<file path="config.mk">
export PLATFORM = sky130hd
export DESIGN_NAME = eda_regional_max_core_flat
export DESIGN_NICKNAME = d
export VERILOG_FILES = /design/src/rtl/eda_regional_max_core_if.sv /design/src/rtl/eda_regional_max_core.sv /design/src/flat_wrapper.sv
export SDC_FILE = /design/constraint.sdc
export NUM_CORES = 1
export LEC_CHECK = 0
export ABC_AREA = 1
export BUFFER_PORTS_ARGS = -buffer_cell sky130_fd_sc_hd__buf_2
export CAP_MARGIN = 10
export CORE_MARGIN = 1.5
export CORE_UTILIZATION = 40
export DETAILED_ROUTE_END_ITERATION = 8
export HOLD_SLACK_MARGIN = 0.06
export SLEW_MARGIN = 5
export SYNTH_ARGS = -nofsm -noshare
export SYNTH_HDL_FRONTEND = slang
export SYNTH_SLANG_ARGS = --single-unit
export TNS_END_PERCENT = 30
</file>
<file path="constraint.sdc">
create_clock -name clk -period 4.04 [get_ports clk]
set_input_delay 1.212 -clock clk [delete_from_list [all_inputs] [get_ports clk]]
set_output_delay 1.212 -clock clk [all_outputs]
set_load 0.1 [all_outputs]
</file>
<file path="src/rtl/eda_regional_max_core_if.sv">
// Bus bundle for the regional-max window engine: pixel writes,
// window requests, flag readback and completion status.
interface eda_regional_max_core_if #(
  parameter int ADDR_WIDTH  = 6,
  parameter int PIXEL_WIDTH = 8
);
   logic                   write_en;
   logic [ADDR_WIDTH-1:0]  wr_addr;
   logic [PIXEL_WIDTH-1:0] pixel_in;
   logic [ADDR_WIDTH-1:0]  center_addr;
   logic                   new_pixel;
   logic                   clear;
   logic [ADDR_WIDTH-1:0]  flag_addr;
   logic                   flag_out;
   logic                   busy;
   logic                   done;
   logic                   changed;

   modport master (
      output write_en, wr_addr, pixel_in,
      output center_addr, new_pixel, clear, flag_addr,
      input  flag_out, busy, done, changed
   );

   modport slave (
      input  write_en, wr_addr, pixel_in,
      input  center_addr, new_pixel, clear, flag_addr,
      output flag_out, busy, done, changed
   );
endinterface

</file>
<file path="src/rtl/eda_regional_max_core.sv">
// Regional-maximum window engine: one 3x3 window per request, 11 cycles.
// EDA_REGIONAL_MAX_CONN8_EN selects 8-connectivity (default 4-connectivity).
module eda_regional_max_core #(
  parameter int M            = 6,
  parameter int N            = 6,
  parameter int PIXEL_WIDTH  = 8,
  parameter int WINDOW_WIDTH = 9,
  parameter int I_WIDTH      = $clog2(M),
  parameter int J_WIDTH      = $clog2(N),
  parameter int ADDR_WIDTH   = I_WIDTH + J_WIDTH
) (
  input logic                    clk,
  input logic                    reset,
  eda_regional_max_core_if.slave bus
);

   localparam int CW = $clog2(WINDOW_WIDTH);
   localparam logic [CW-1:0] LAST = CW'(WINDOW_WIDTH - 1);
   localparam logic [I_WIDTH:0] MROWS = (I_WIDTH + 1)'(M);
   localparam logic [J_WIDTH:0] NCOLS = (J_WIDTH + 1)'(N);

   typedef enum logic [1:0] {
      IDLE,
      FETCH,
      UPDATE
   } state_e;

   state_e                 state_q;
   logic [I_WIDTH-1:0]     ci_q;
   logic [J_WIDTH-1:0]     cj_q;
   logic [CW-1:0]          cnt_q;
   logic                   kill_q;
   logic                   kill_d;
   logic                   busy_q;
   logic                   done_q;
   logic                   changed_q;

   logic [PIXEL_WIDTH-1:0] pix_q [M][N];
   logic                   flg_q [M][N];

   logic [I_WIDTH-1:0]     wr_i;
   logic [J_WIDTH-1:0]     wr_j;
   logic                   wr_ok;
   logic [I_WIDTH-1:0]     ca_i;
   logic [J_WIDTH-1:0]     ca_j;
   logic                   ca_ok;
   logic [I_WIDTH-1:0]     fl_i;
   logic [J_WIDTH-1:0]     fl_j;
   logic                   fl_ok;

   assign wr_i  = bus.wr_addr[ADDR_WIDTH-1:J_WIDTH];
   assign wr_j  = bus.wr_addr[J_WIDTH-1:0];
   assign wr_ok = bus.write_en && !busy_q
                  && ({1'b0, wr_i} < MROWS)
                  && ({1'b0, wr_j} < NCOLS);

   assign ca_i  = bus.center_addr[ADDR_WIDTH-1:J_WIDTH];
   assign ca_j  = bus.center_addr[J_WIDTH-1:0];
   assign ca_ok = ({1'b0, ca_i} < MROWS)
                  && ({1'b0, ca_j} < NCOLS);

   assign fl_i  = bus.flag_addr[ADDR_WIDTH-1:J_WIDTH];
   assign fl_j  = bus.flag_addr[J_WIDTH-1:0];
   assign fl_ok = ({1'b0, fl_i} < MROWS)
                  && ({1'b0, fl_j} < NCOLS);

   assign bus.flag_out = fl_ok ? flg_q[fl_i][fl_j] : 1'b0;
   assign bus.busy     = busy_q;
   assign bus.done     = done_q;
   assign bus.changed  = changed_q;

   // Window offset as (dr, dc) in 0..2, i.e. offset + 1.
   logic [1:0]   dr;
   logic [1:0]   dc;
   logic [3:0]   idx;

   assign idx = 4'(cnt_q);

   always_comb begin
      dr = 2'd1;
      dc = 2'd1;
      unique case (idx)
         4'd0:    begin dr = 2'd0; dc = 2'd0; end
         4'd1:    begin dr = 2'd0; dc = 2'd1; end
         4'd2:    begin dr = 2'd0; dc = 2'd2; end
         4'd3:    begin dr = 2'd1; dc = 2'd0; end
         4'd4:    begin dr = 2'd1; dc = 2'd1; end
         4'd5:    begin dr = 2'd1; dc = 2'd2; end
         4'd6:    begin dr = 2'd2; dc = 2'd0; end
         4'd7:    begin dr = 2'd2; dc = 2'd1; end
         4'd8:    begin dr = 2'd2; dc = 2'd2; end
         default: begin dr = 2'd1; dc = 2'd1; end
      endcase
   end

   logic [I_WIDTH:0]       sr;
   logic [J_WIDTH:0]       sc;
   logic [I_WIDTH-1:0]     nr;
   logic [J_WIDTH-1:0]     nc;
   logic                   row_ok;
   logic                   col_ok;
   logic                   is_ctr;
   logic                   is_diag;
   logic                   nb_valid;
   logic [PIXEL_WIDTH-1:0] pc;
   logic [PIXEL_WIDTH-1:0] pq;
   logic                   fq;
   logic                   kill_now;

   // sr/sc are the neighbour coordinate plus one, so -1 maps to 0.
   assign sr     = {1'b0, ci_q} + (I_WIDTH + 1)'(dr);
   assign sc     = {1'b0, cj_q} + (J_WIDTH + 1)'(dc);
   assign row_ok = (sr != '0) && (sr <= MROWS);
   assign col_ok = (sc != '0) && (sc <= NCOLS);
   assign nr     = sr[I_WIDTH-1:0] - I_WIDTH'(1);
   assign nc     = sc[J_WIDTH-1:0] - J_WIDTH'(1);

   assign is_ctr  = (dr == 2'd1) && (dc == 2'd1);
   assign is_diag = (dr != 2'd1) && (dc != 2'd1);

`ifdef EDA_REGIONAL_MAX_CONN8_EN
   assign nb_valid = row_ok && col_ok && !is_ctr;
`else
   assign nb_valid = row_ok && col_ok && !is_ctr && !is_diag;
`endif

   assign pc = pix_q[ci_q][cj_q];
   assign pq = nb_valid ? pix_q[nr][nc] : '0;
   assign fq = nb_valid ? flg_q[nr][nc] : 1'b1;

   assign kill_now = nb_valid
                     && ((pq > pc) || ((pq == pc) && !fq));
   assign kill_d   = kill_q | kill_now;

   always_ff @(posedge clk) begin
      if (reset) begin
         for (int r = 0; r < M; r++)
            for (int c = 0; c < N; c++)
               pix_q[r][c] <= '0;
      end else if (wr_ok) begin
         pix_q[wr_i][wr_j] <= bus.pixel_in;
      end
   end

   always_ff @(posedge clk) begin
      if (reset) begin
         state_q   <= IDLE;
         ci_q      <= '0;
         cj_q      <= '0;
         cnt_q     <= '0;
         kill_q    <= 1'b0;
         busy_q    <= 1'b0;
         done_q    <= 1'b0;
         changed_q <= 1'b0;
         for (int r = 0; r < M; r++)
            for (int c = 0; c < N; c++)
               flg_q[r][c] <= 1'b1;
      end else begin
         done_q    <= 1'b0;
         changed_q <= 1'b0;
         if (bus.clear) begin
            state_q <= IDLE;
            cnt_q   <= '0;
            kill_q  <= 1'b0;
            busy_q  <= 1'b0;
            for (int r = 0; r < M; r++)
               for (int c = 0; c < N; c++)
                  flg_q[r][c] <= 1'b1;
         end else begin
            unique case (state_q)
               IDLE: begin
                  if (bus.new_pixel && ca_ok) begin
                     ci_q    <= ca_i;
                     cj_q    <= ca_j;
                     cnt_q   <= '0;
                     kill_q  <= 1'b0;
                     busy_q  <= 1'b1;
                     state_q <= FETCH;
                  end
               end
               FETCH: begin
                  kill_q <= kill_d;
                  cnt_q  <= cnt_q + CW'(1);
                  if (cnt_q == LAST)
                     state_q <= UPDATE;
               end
               UPDATE: begin
                  if (kill_q && flg_q[ci_q][cj_q]) begin
                     flg_q[ci_q][cj_q] <= 1'b0;
                     changed_q         <= 1'b1;
                  end
                  done_q  <= 1'b1;
                  busy_q  <= 1'b0;
                  state_q <= IDLE;
               end
               default: begin
                  state_q <= IDLE;
                  busy_q  <= 1'b0;
               end
            endcase
         end
      end
   end

endmodule

</file>
<file path="src/flat_wrapper.sv">
// flat-port wrapper written by rule: the top's interface ports become plain ports
module eda_regional_max_core_flat 
#(
  parameter int M            = 6,
  parameter int N            = 6,
  parameter int PIXEL_WIDTH  = 8,
  parameter int WINDOW_WIDTH = 9,
  parameter int I_WIDTH      = $clog2(M),
  parameter int J_WIDTH      = $clog2(N),
  parameter int ADDR_WIDTH   = I_WIDTH + J_WIDTH
)
  (clk, reset, bus_write_en, bus_wr_addr, bus_pixel_in, bus_center_addr, bus_new_pixel, bus_clear, bus_flag_addr, bus_flag_out, bus_busy, bus_done, bus_changed);
  eda_regional_max_core_if #(.ADDR_WIDTH(ADDR_WIDTH), .PIXEL_WIDTH(PIXEL_WIDTH)) bus_i ();
  input logic clk;
  input logic reset;
  input wire logic [$bits(bus_i.write_en)-1:0] bus_write_en;
  input wire logic [$bits(bus_i.wr_addr)-1:0] bus_wr_addr;
  input wire logic [$bits(bus_i.pixel_in)-1:0] bus_pixel_in;
  input wire logic [$bits(bus_i.center_addr)-1:0] bus_center_addr;
  input wire logic [$bits(bus_i.new_pixel)-1:0] bus_new_pixel;
  input wire logic [$bits(bus_i.clear)-1:0] bus_clear;
  input wire logic [$bits(bus_i.flag_addr)-1:0] bus_flag_addr;
  output wire logic [$bits(bus_i.flag_out)-1:0] bus_flag_out;
  output wire logic [$bits(bus_i.busy)-1:0] bus_busy;
  output wire logic [$bits(bus_i.done)-1:0] bus_done;
  output wire logic [$bits(bus_i.changed)-1:0] bus_changed;
  assign bus_i.write_en = bus_write_en;
  assign bus_i.wr_addr = bus_wr_addr;
  assign bus_i.pixel_in = bus_pixel_in;
  assign bus_i.center_addr = bus_center_addr;
  assign bus_i.new_pixel = bus_new_pixel;
  assign bus_i.clear = bus_clear;
  assign bus_i.flag_addr = bus_flag_addr;
  assign bus_flag_out = bus_i.flag_out;
  assign bus_busy = bus_i.busy;
  assign bus_done = bus_i.done;
  assign bus_changed = bus_i.changed;
  eda_regional_max_core #(.M(M), .N(N), .PIXEL_WIDTH(PIXEL_WIDTH), .WINDOW_WIDTH(WINDOW_WIDTH), .I_WIDTH(I_WIDTH), .J_WIDTH(J_WIDTH), .ADDR_WIDTH(ADDR_WIDTH)) u_core (.clk(clk), .reset(reset), .bus(bus_i));
endmodule
</file>
# --- Yosys cells after proc, flatten, opt, wreduce, memory -nomap -nowiden ---
# Memory sizes are Yosys's and may differ from the RTL's. A register that Yosys moved wholly into a read port is not among the register bits.
# Cells that the tools add are included.
# W data, S select, Z words.
classes:
  n_reduce_logical: 34
  muxes: 93
  n_eq_ne: 10
  bitwise_logic: 43
  order_cmp: 15
  addsub: 5
ops:
  columns: ["cell", "n"]
  rows:
  - ["$mux W48", 3]
  - ["$mux W1", 59]
  - ["$bmux W8 S3", 2]
  - ["$mux W8", 6]
  - ["$reduce_or A48 Y1", 1]
  - ["$or A1 B1 Y1", 37]
  - ["$demux W8 S3", 1]
  - ["$logic_and A1 B1 Y1", 18]
  - ["$lt A3 B3 Y1 const B", 6]
  - ["$mux W3", 6]
  - ["$mux W6", 3]
  - ["$ge A4 B4 Y1 const B", 4]
  - ["$not A3 Y4", 4]
  - ["$mux W4", 3]
  - ["$bmux W1 S3", 3]
  - ["$add A3 B2 Y4", 2]
  - ["$eq A8 B8 Y1", 1]
  - ["$gt A8 B8 Y1", 1]
  - ["$le A4 B3 Y1 const B", 2]
  - ["$lt A4 B1 Y1 const B", 2]
  - ["$ne A2 B1 Y1 const B", 4]
  - ["$pmux W4 S2", 1]
  - ["$reduce_bool A4 Y1", 2]
  - ["$eq A2 B1 Y1 const B", 3]
  - ["other kinds (17)", 26]
word_totals:
  inputBits: 31
  ff_bits: 16
  mem_bits_rw: 324
  romBits: 64
  word_cells: 211
  n_memories: 3
mem_list:
  columns: ["name", "depth", "width", "rd", "rd_clocked_by_memory_dff", "wr", "line", "text"]
  rows:
  - ["u_core.pix_q", 6, 48, 2, 1, 6, "eda_regional_max_core.sv:38", "logic [PIXEL_WIDTH-1:0] pix_q [M][N];"]
  - ["(no name shown)", 16, 4, 1, 1, 0, "eda_regional_max_core.sv:82", "unique case (idx)"]
  - ["u_core.flg_q", 6, 6, 3, 1, 6, "eda_regional_max_core.sv:39", "logic flg_q [M][N];"]

# --- Depth between registers and ports, before layout ---
# Gate-level depths: netlist (run 1).
logic_depth:
  ltp_word: 13
  depth_mapped: 26

# --- Least setup slack after synthesis (run 1) ---
# OpenSTA, ideal clock, no wires.
synth_path:
  path_type: "in2out"
  startpoint: "input bus_flag_addr[3]"
  endpoint: "output bus_flag_out"
  required_time_ns: 2.828
  arrival_time_ns: 3.649
  setup_slack_ns: -0.821
  path_stages: 10
  cell_sequence: "clkbuf_1 -> clkbuf_1 -> a21oi_1 -> o21ai_0 -> o21ai_0 -> nand2_1 -> nand3_1 -> o21ai_0 -> nand2_1 -> a22oi_1"
synth_via:
  elab_chain_len: 5
  word_cells_on_any_way: 7
  cone_classes: "order compare: 1; mux: 4; reduce/logical: 1; memory: 1"
synth_lines:
  columns: ["item", "line", "text"]
  rows:
  - ["from (decl)", "flat_wrapper.sv:22", "input wire logic [$bits(bus_i.flag_addr)-1:0] bus_flag_addr;"]
  - ["$mem_v2 Z6 W6", null, null]
  - ["$bmux W1 S3", "eda_regional_max_core.sv:67", "assign bus.flag_out = fl_ok ? flg_q[fl_i][fl_j] : 1'b0;"]
  - ["$mux W1 (implied by the code) (2 in a row)", "eda_regional_max_core.sv:67", null]
  - ["$mux W1 (*)", "eda_regional_max_core.sv:67", null]
  - ["to (decl)", "flat_wrapper.sv:23", "output wire logic [$bits(bus_i.flag_out)-1:0] bus_flag_out;"]
# Every way passes the cells marked *; elsewhere a longest branch is shown, timed or not. The select of a mux whose other input is x is not followed.

# --- Final worst setup path (run 1) ---
layout_path:
  startpoint: "register u_core.ci_q[0]"
  endpoint: "register u_core.kill_q"
layout_via:
  elab_chain_len: 13
  word_cells_on_any_way: 26
  cone_classes: "add/sub: 2; order compare: 2; eq/ne: 1; mux: 9; bitwise: 1; reduce/logical: 9; memory: 2"
layout_lines:
  columns: ["item", "line", "text"]
  rows:
  - ["from (decl)", "eda_regional_max_core.sv:29", "logic [I_WIDTH-1:0] ci_q;"]
  - ["from (signal assigned)", "eda_regional_max_core.sv:173", "ci_q <= ca_i;"]
  - ["$add A3 B2 Y4 (*)", "eda_regional_max_core.sv:111", "assign sr = {1'b0, ci_q} + (I_WIDTH + 1)'(dr);"]
  - ["parallel branches: the longest is 9 deep, another holds $mem_v2 Z6 W48", null, null]
  - ["$logic_and A1 B1 Y1 (*)", "eda_regional_max_core.sv:132", "&& ((pq > pc) || ((pq == pc) && !fq));"]
  - ["$or A1 B1 Y1 (*)", "eda_regional_max_core.sv:133", "assign kill_d = kill_q | kill_now;"]
  - ["$pmux W1 S2 (*)", "eda_regional_max_core.sv:170", "unique case (state_q)"]
  - ["to (signal assigned)", "eda_regional_max_core.sv:182", "kill_q <= kill_d;"]
  - ["to (decl)", "eda_regional_max_core.sv:32", "logic kill_q;"]
# Mark *: on every way between the ends. The select of a mux whose other input is x is not followed.
# A chain may end at the register's enable or synchronous reset.

==> results.ini, run 1 <==
[detailed_routing]
vias_per_cell = 5.799
drtIter0Drc = 3013
postRouteAntennaNets = 0
dr.pass1.iters = 6
routed_wl_um = 91170
wire_per_inst_um = 23.21
drc = 0
vias = 22780

[logic_synthesis]
synth_top_cell_area_share = 0.4672
synth_edf_count = 384
ys.flop_type = edfxtp_1
synth_area_per_cell_um2 = 8.121
yosysSeqAreaShare = 0.5151
synth_cells = 3039
ys_seq_elements = 443
synth_area_leader_cell = edfxtp_1
syn_area_mm2 = 0.02468
ys_top_cells_by_area = edfxtp_1 (47%), o21ai_0 (7.8%), nand2_1 (7.5%)
yosys_warnings = 0
async_flop_share = 0
synth_cell_types = 43

[critical_path]
worstRegToRegCells = 21
timing.rr.end = u_core.kill_q
crit_arrival_ns = 4.40
endpoint = u_core.kill_q
critPathLaunch = u_core.ci_q[0]
endpoint_kind = flip-flop
path_max_fanout = 14
reg2reg_slack_ns = 0.13
critPathKind = flip-flop to flip-flop
rr_startpoint = u_core.ci_q[0]
setup.worst_path.start_class = flip-flop
critical_path_required_ns = 4.53

[power_and_ir_drop]
worst_ir_drop_vdd_mv = 0.2996
p_sw_frac = 0.3049
p_int_uw = 8220
p_switching_uw = 3606
combPwrFrac = 0.175
pwr-share-seq = 0.446
pwr_density_cell_mw_per_mm2 = 422.9
pwr-share-clk = 0.378
power.leakage_uw = 0.01138

[outcome]
status = finished clean

[clocking]
cts-root-buf = clkbuf_16
insertion_delay_ns = 0.63
clk_pin_slew_ns = 0.06
cts_buffers = 51
cts_tree = yes
cts_buffer_depth = 3
cts.sinks = 443
htreeDepth = 2

[timing]
period_needed_ns = 3.911
whs_ns = 0.4725
period_share = 0.9681
setup_violations = 0
skew_ns = 0.01552
drv_slew = 0
slew_headroom = 0.1536
tightest_slew_ns = 1.260
rsz0062_at_grt = yes
hold_viol = 0
setup_ws_ns = 0.1290
fmax_ghz = 0.2557

[die]
start_util = 0.4066
die_w_um = 251.4
core_mm2 = 0.06070
dieHeight_um = 251.4
io_pins = 35
die_area_mm2 = 0.06320
core.rowCount = 90

[worst_hold_path]
hold_class = flip-flop to flip-flop

[global_route]
grt-ovfl-total = 0
grt_max_degree = 103
track_usage = 0.2829
grt_pass1_wl_um = 134200
first_global_vias = 21320
antenna_found_initial = 2

[finish]
fillers = 5915
area_growth_pct = 13.31
final_common_cell = nand2_1
drive_above_1_share = 0.09663
multi_input_area_mm2 = 0.01044
seq_area_mm2 = 0.01272
final_nets = 3159
most-common-layout-cells = nand2_1 (494), nor2_1 (431), edfxtp_1 (384)
antennaDiodeCount = 0

[placement]
io_buffers = 34
routabilityCongestion = 0.9606
dpl.hpwl_um = 59510
dpl_worst_slack_ns = 0.1615

[job]
maxCapViolations = 0

[through the flow]
| stage | util | total power (uW) | setup TNS, ns | cell area [um2] | instances |
|---|---|---|---|---|---|
| 2_1_floorplan | - | 6495 | -0.03300 | 25070 | 3134 |
| 3_3_place_gp | 0.4314 | 7281 | 0 | 26180 | 3825 |
| 3_5_place_dp | 0.4314 | 7301 | 0 | 26180 | 3825 |
| 4_1_cts | 0.4573 | 11740 | 0 | 27760 | 3920 |
| 5_1_grt | 0.4607 | 12200 | -0.04363 | 27960 | 3928 |
| 6_report | 0.4607 | 11830 | 0 | 27960 | 3928 |
[metal layers]
layer | vias to the layer above | GRT usage | share of wire
li1 | 10430 | - | -
met5 | - | 0 | 0.00032
met1 | 10830 | 0.3847 | 0.41
met3 | 210 | 0.04204 | 0.099
met2 | 1309 | 0.4484 | 0.45
met4 | 4 | 0.1243 | 0.044
[Yosys cell counts, types with 13 or more instances]
| cell type | instances |
|---|---|
| a21oi_1 | 296 |
| a31oi_1 | 29 |
| buf_1 | 23 |
| buf_2 | 79 |
| buf_4 | 13 |
| clkbuf_1 | 103 |
| dfxtp_1 | 59 |
| edfxtp_1 | 384 |
| ha_1 | 22 |
| inv_1 | 242 |
| nand2_1 | 494 |
| nand2_2 | 39 |
| nand3_1 | 274 |
| nand4_1 | 44 |
| nor2_1 | 433 |
| nor3_1 | 18 |
| o211ai_1 | 28 |
| o21ai_0 | 387 |
[state kept, by name (all words and copies together) (netlist names), 2 cells and up, named ones only]
| name | count |
|---|---|
| u_core.dr | 2 |
| u_core.ci_q | 3 |
| u_core.state_q | 2 |
| u_core.flg_q | 36 |
| u_core.cnt_q | 4 |
| u_core.dc | 2 |
| u_core.pix_q | 384 |
| u_core.cj_q | 3 |
[logic make-up (layout without fill, tap and decap cells)]
| group | Yosys count | after routing | synth area share |
|---|---|---|---|
| AND/OR/NAND/NOR | 1321 | 1321 | 0.2273 |
| flip-flops | 443 | 443 | 0.5151 |
| adder cells (fa/ha/maj) | 24 | 24 | 0.01278 |
| XOR/XNOR | 3 | 3 | 0.001825 |
| buffers and inverters | 480 | 492 | 0.08000 |
| other | 1 | 96 | 0.0001520 |
| AO/OA/AOI/OAI | 767 | 767 | 0.1628 |
[final cells by class]
class / count / share of cell area
clock buffers: 58 / 0.04658
clock inverters: 37 / 0.009799
inverters: 259 / 0.03530
multi-input cells: 2211 / 0.3732
flip-flops and latches: 443 / 0.4550
well taps: 782 / 0.03499
repair buffers: 138 / 0.04510
[worst min path at each step]
stage / slack, ns / cells past startpoint / to / startpoint
global route: 0.49 / 1 / u_core.bus.done / u_core.state_q[0]
detailed placement: 0.46 / 1 / u_core.bus.done / u_core.state_q[0]
CTS: 0.47 / 1 / u_core.bus.done / u_core.state_q[0]
global placement: 0.45 / 1 / u_core.bus.done / u_core.state_q[0]
finish: 0.47 / 1 / u_core.bus.done / u_core.state_q[0]
floorplan: 0.43 / 1 / u_core.bus.done / u_core.state_q[0]
[power by group through the flow]
| stage | Sequential [uW] | Clock, uW | Combinational [uW] |
|---|---|---|---|
| finish | 5280 | 4470 | 2070 |
| global route | 5300 | 4690 | 2220 |
| CTS | 5270 | 4530 | 1940 |
| detailed placement | 5370 | 0 | 1930 |
| global placement | 5360 | 0 | 1920 |
| floorplan | 5330 | 0 | 1160 |
[worst max-delay path, stage by stage, from the launching register on]
cell	delay, ns
dfxtp_2	0.35
ha_4	0.17
fa_2	0.51
inv_1	0.10
ha_2	0.19
inv_2	0.04
buf_4	0.14
xor2_4	0.20
buf_4	0.17
clkbuf_16	0.19
o21ai_0	0.35
nand3_1	0.26
nand2_1	0.12
nand2_1	0.06
nor2_1	0.11
ha_1	0.23
nand3_1	0.10
nor2_1	0.06
nor3_1	0.21
nor2_1	0.06
nand2_1	0.07
a21oi_1	0.05
[timing repair]
| item | 4_1_cts | 5_1_grt |
|---|---|---|
| hold buffers | 0 | 0 |
| gates resized for setup | 0 | 27 |
| endpoints found under the setup margin | 0 | 2 |
| buffers inserted | 0 | 5 |
Note: power is estimated with default switching activity, not from simulation.
==> inputs of run 2 (changes only) <==
--- a/config.mk
+++ b/config.mk
@@ -11,7 +11,9 @@
 export CORE_MARGIN = 1.5
 export CORE_UTILIZATION = 40
 export DETAILED_ROUTE_END_ITERATION = 8
+export GPL_ROUTABILITY_DRIVEN = 0
 export HOLD_SLACK_MARGIN = 0.06
+export PLACE_DENSITY = 0.55
 export SLEW_MARGIN = 5
 export SYNTH_ARGS = -nofsm -noshare
 export SYNTH_HDL_FRONTEND = slang
==> constraint.sdc (replaced) <==
create_clock -name clk -period 4.5 [get_ports clk]
set_input_delay 1.35 -clock clk [delete_from_list [all_inputs] [get_ports clk]]
set_output_delay 1.35 -clock clk [all_outputs]
set_load 0.1 [all_outputs]
==> results.ini, run 2 (synthesis results as in run 1) <==
[clocking]
cts_resized = 0  ; unchanged
insertion_delay_ns = 0.61  ; was 0.63 ns
cts.sinks = 443  ; unchanged
clk_pin_slew_ns = 0.05  ; was 0.06 ns
cts-root-buf = clkbuf_16  ; unchanged
htreeDepth = 2  ; unchanged
cts_tree = yes  ; unchanged
cts_buffers = 52  ; was 51
post_cts_buffers = 0  ; unchanged
cts_buffer_depth = 3  ; unchanged
hold_buffers = 0  ; unchanged

[timing]
period_share = 0.9468
drv_slew = 0  ; unchanged
setup_violations = 0  ; unchanged
period_needed_ns = 4.261
hold_viol = 0  ; unchanged
fmax_ghz = 0.2347
rsz0062_at_grt = no  ; was yes
fin_setup_tns_ns = 0  ; unchanged
slew_headroom = 0.1652  ; was 0.1536
setup_ws_ns = 0.2392  ; was 0.1290 ns
tightest_slew_ns = 1.243  ; was 1.260 ns
skew_ns = 0.007609  ; was 0.01552 ns

[global_route]
grt_use_met2 = 0.4427  ; was 0.4484
grt-ovfl-total = 0  ; unchanged
track_usage = 0.2826  ; was 0.2829
grt_use_met3 = 0.05664  ; was 0.04204
grt_max_degree = 194  ; was 103
antenna_found_initial = 1  ; was 2
grt_util_met1 = 0.3780  ; was 0.3847
grt-busiest-layer = met2  ; unchanged
first_global_vias = 21020  ; was 21320
grt_pass1_wl_um = 133200  ; was 134200 um

[finish]
final_nets = 3131  ; was 3159
largest_reg_flops = 384  ; unchanged
final_common_cell = nand2_1  ; unchanged
utilization = 0.4541  ; was 0.4607
design_area_mm2 = 0.02756  ; was 0.02796 mm2
most-common-layout-cells = nand2_1 (494), nor2_1 (432), o21ai_0 (387)  ; was nand2_1 (494), nor2_1 (431), edfxtp_1 (384)
drive_above_1_share = 0.07843  ; was 0.09663
area_growth_pct = 11.68  ; was 13.31%
largestRegisters = u_core.pix_q: 384 flops, u_core.flg_q: 36 flops, u_core.cnt_q: 4 flops  ; unchanged
top_register = u_core.pix_q  ; unchanged

[power_and_ir_drop]
power.total_uw = 10550  ; was 11830 uW
pwr_density_cell_mw_per_mm2 = 382.9  ; was 422.9 mW/mm2
power.leakage_uw = 0.01118  ; was 0.01138 uW
worst_ir_drop_vdd_mv = 0.2568  ; was 0.2996 mV

[detailed_routing]
postRouteAntennaNets = 0  ; unchanged
vias_per_cell = 5.800  ; was 5.799
vias = 22590  ; was 22780
dr.pass1.iters = 6  ; unchanged
routed_wl_um = 90330  ; was 91170 um
wire_per_inst_um = 23.20  ; was 23.21 um
drc = 0  ; unchanged
drtIter0Drc = 3044  ; was 3013

[critical_path]
critPathLaunch = bus_flag_addr[3]  ; was u_core.ci_q[0]
worstRegToRegCells = 22  ; was 21
reg2reg_slack_ns = 0.41  ; was 0.13 ns
path_max_fanout = 25  ; was 14
critical_path_required_ns = 3.15  ; was 4.53 ns
critPathKind = input port to output port  ; was flip-flop to flip-flop
endpoint_kind = output port  ; was flip-flop
timing.rr.end = u_core.kill_q  ; unchanged
crit_arrival_ns = 2.91  ; was 4.40 ns
rr_startpoint = u_core.ci_q[0]  ; unchanged
setup.worst_path.start_class = input port  ; was flip-flop

[worst_hold_path]
hold_end = u_core.bus.done  ; unchanged
whs_path_depth = 1  ; unchanged
hold_class = flip-flop to flip-flop  ; unchanged
min-delay-start = u_core.state_q[0]  ; unchanged

[die]
dieHeight_um = 251.4  ; unchanged
start_util = 0.4066  ; unchanged
core.rowCount = 90  ; unchanged
core_mm2 = 0.06070  ; unchanged
io_pins = 35  ; unchanged
die_area_mm2 = 0.06320  ; unchanged
die_w_um = 251.4  ; unchanged

[placement]
io_buffers = 34  ; unchanged
dpl.hpwl_um = 58350  ; was 59510 um
dpl_worst_slack_ns = 0.2511  ; was 0.1615 ns
dpl-instance-area_mm2 = 0.02599  ; was 0.02618 mm2

[job]
maxCapViolations = 0  ; unchanged

[outcome]
status = finished clean  ; unchanged

[run 2: how the worst max path moves through the flow]
stage | endpoint | slack (ns) | depth (start not counted)
4_1_cts | bus_flag_out | 0.25 | 10
5_1_grt | bus_flag_out | 0.04 | 10
3_3_place_gp | bus_flag_out | 0.24 | 10
3_5_place_dp | bus_flag_out | 0.25 | 10
2_1_floorplan | bus_flag_out | 0.03 | 10
6_report | bus_flag_out | 0.24 | 10
[run 2: power by group]
group	internal [uW]	switching [uW]	total [uW]
clock	2370	1680	4060
sequential	4650	95.7	4740
combinational	469	1280	1750
total	7490	3060	10600
[run 2: stage by stage]
step	hold WS, ns	cells
finish	0.4717	3894
global route	0.4832	3893
CTS	0.4758	3893
detailed placement	0.4678	3804
global placement	0.4522	3804
floorplan	0.4253	3134
[run 2: metal layers]
metal	share of wire	routed length [um]	vias up
met4	0.043	3919	0
met1	0.41	37350	10830
met2	0.45	40660	1174
li1	-	-	10350
met5	0	0	-
met3	0.093	8404	231
[run 2: cell type report]
type,count,area [um2]
antenna,1,2.502
sequential,443,12720
multi-input combinational,2211,10380
fill,5950,33140
timing repair buffer,109,923.4
tap,782,978.4
clock inverter,15,165.2
inverter,259,983.4
clock buffer,74,1405
[run 2: critical path, stage by stage]
cell     delay, ns
buf_2         0.31
inv_1         0.19
o21ai_0       0.18
o21ai_0       0.10
a21oi_1       0.14
nand3_1       0.07
o21ai_0       0.07
nand2_1       0.08
a22oi_2       0.21
buf_12        0.21
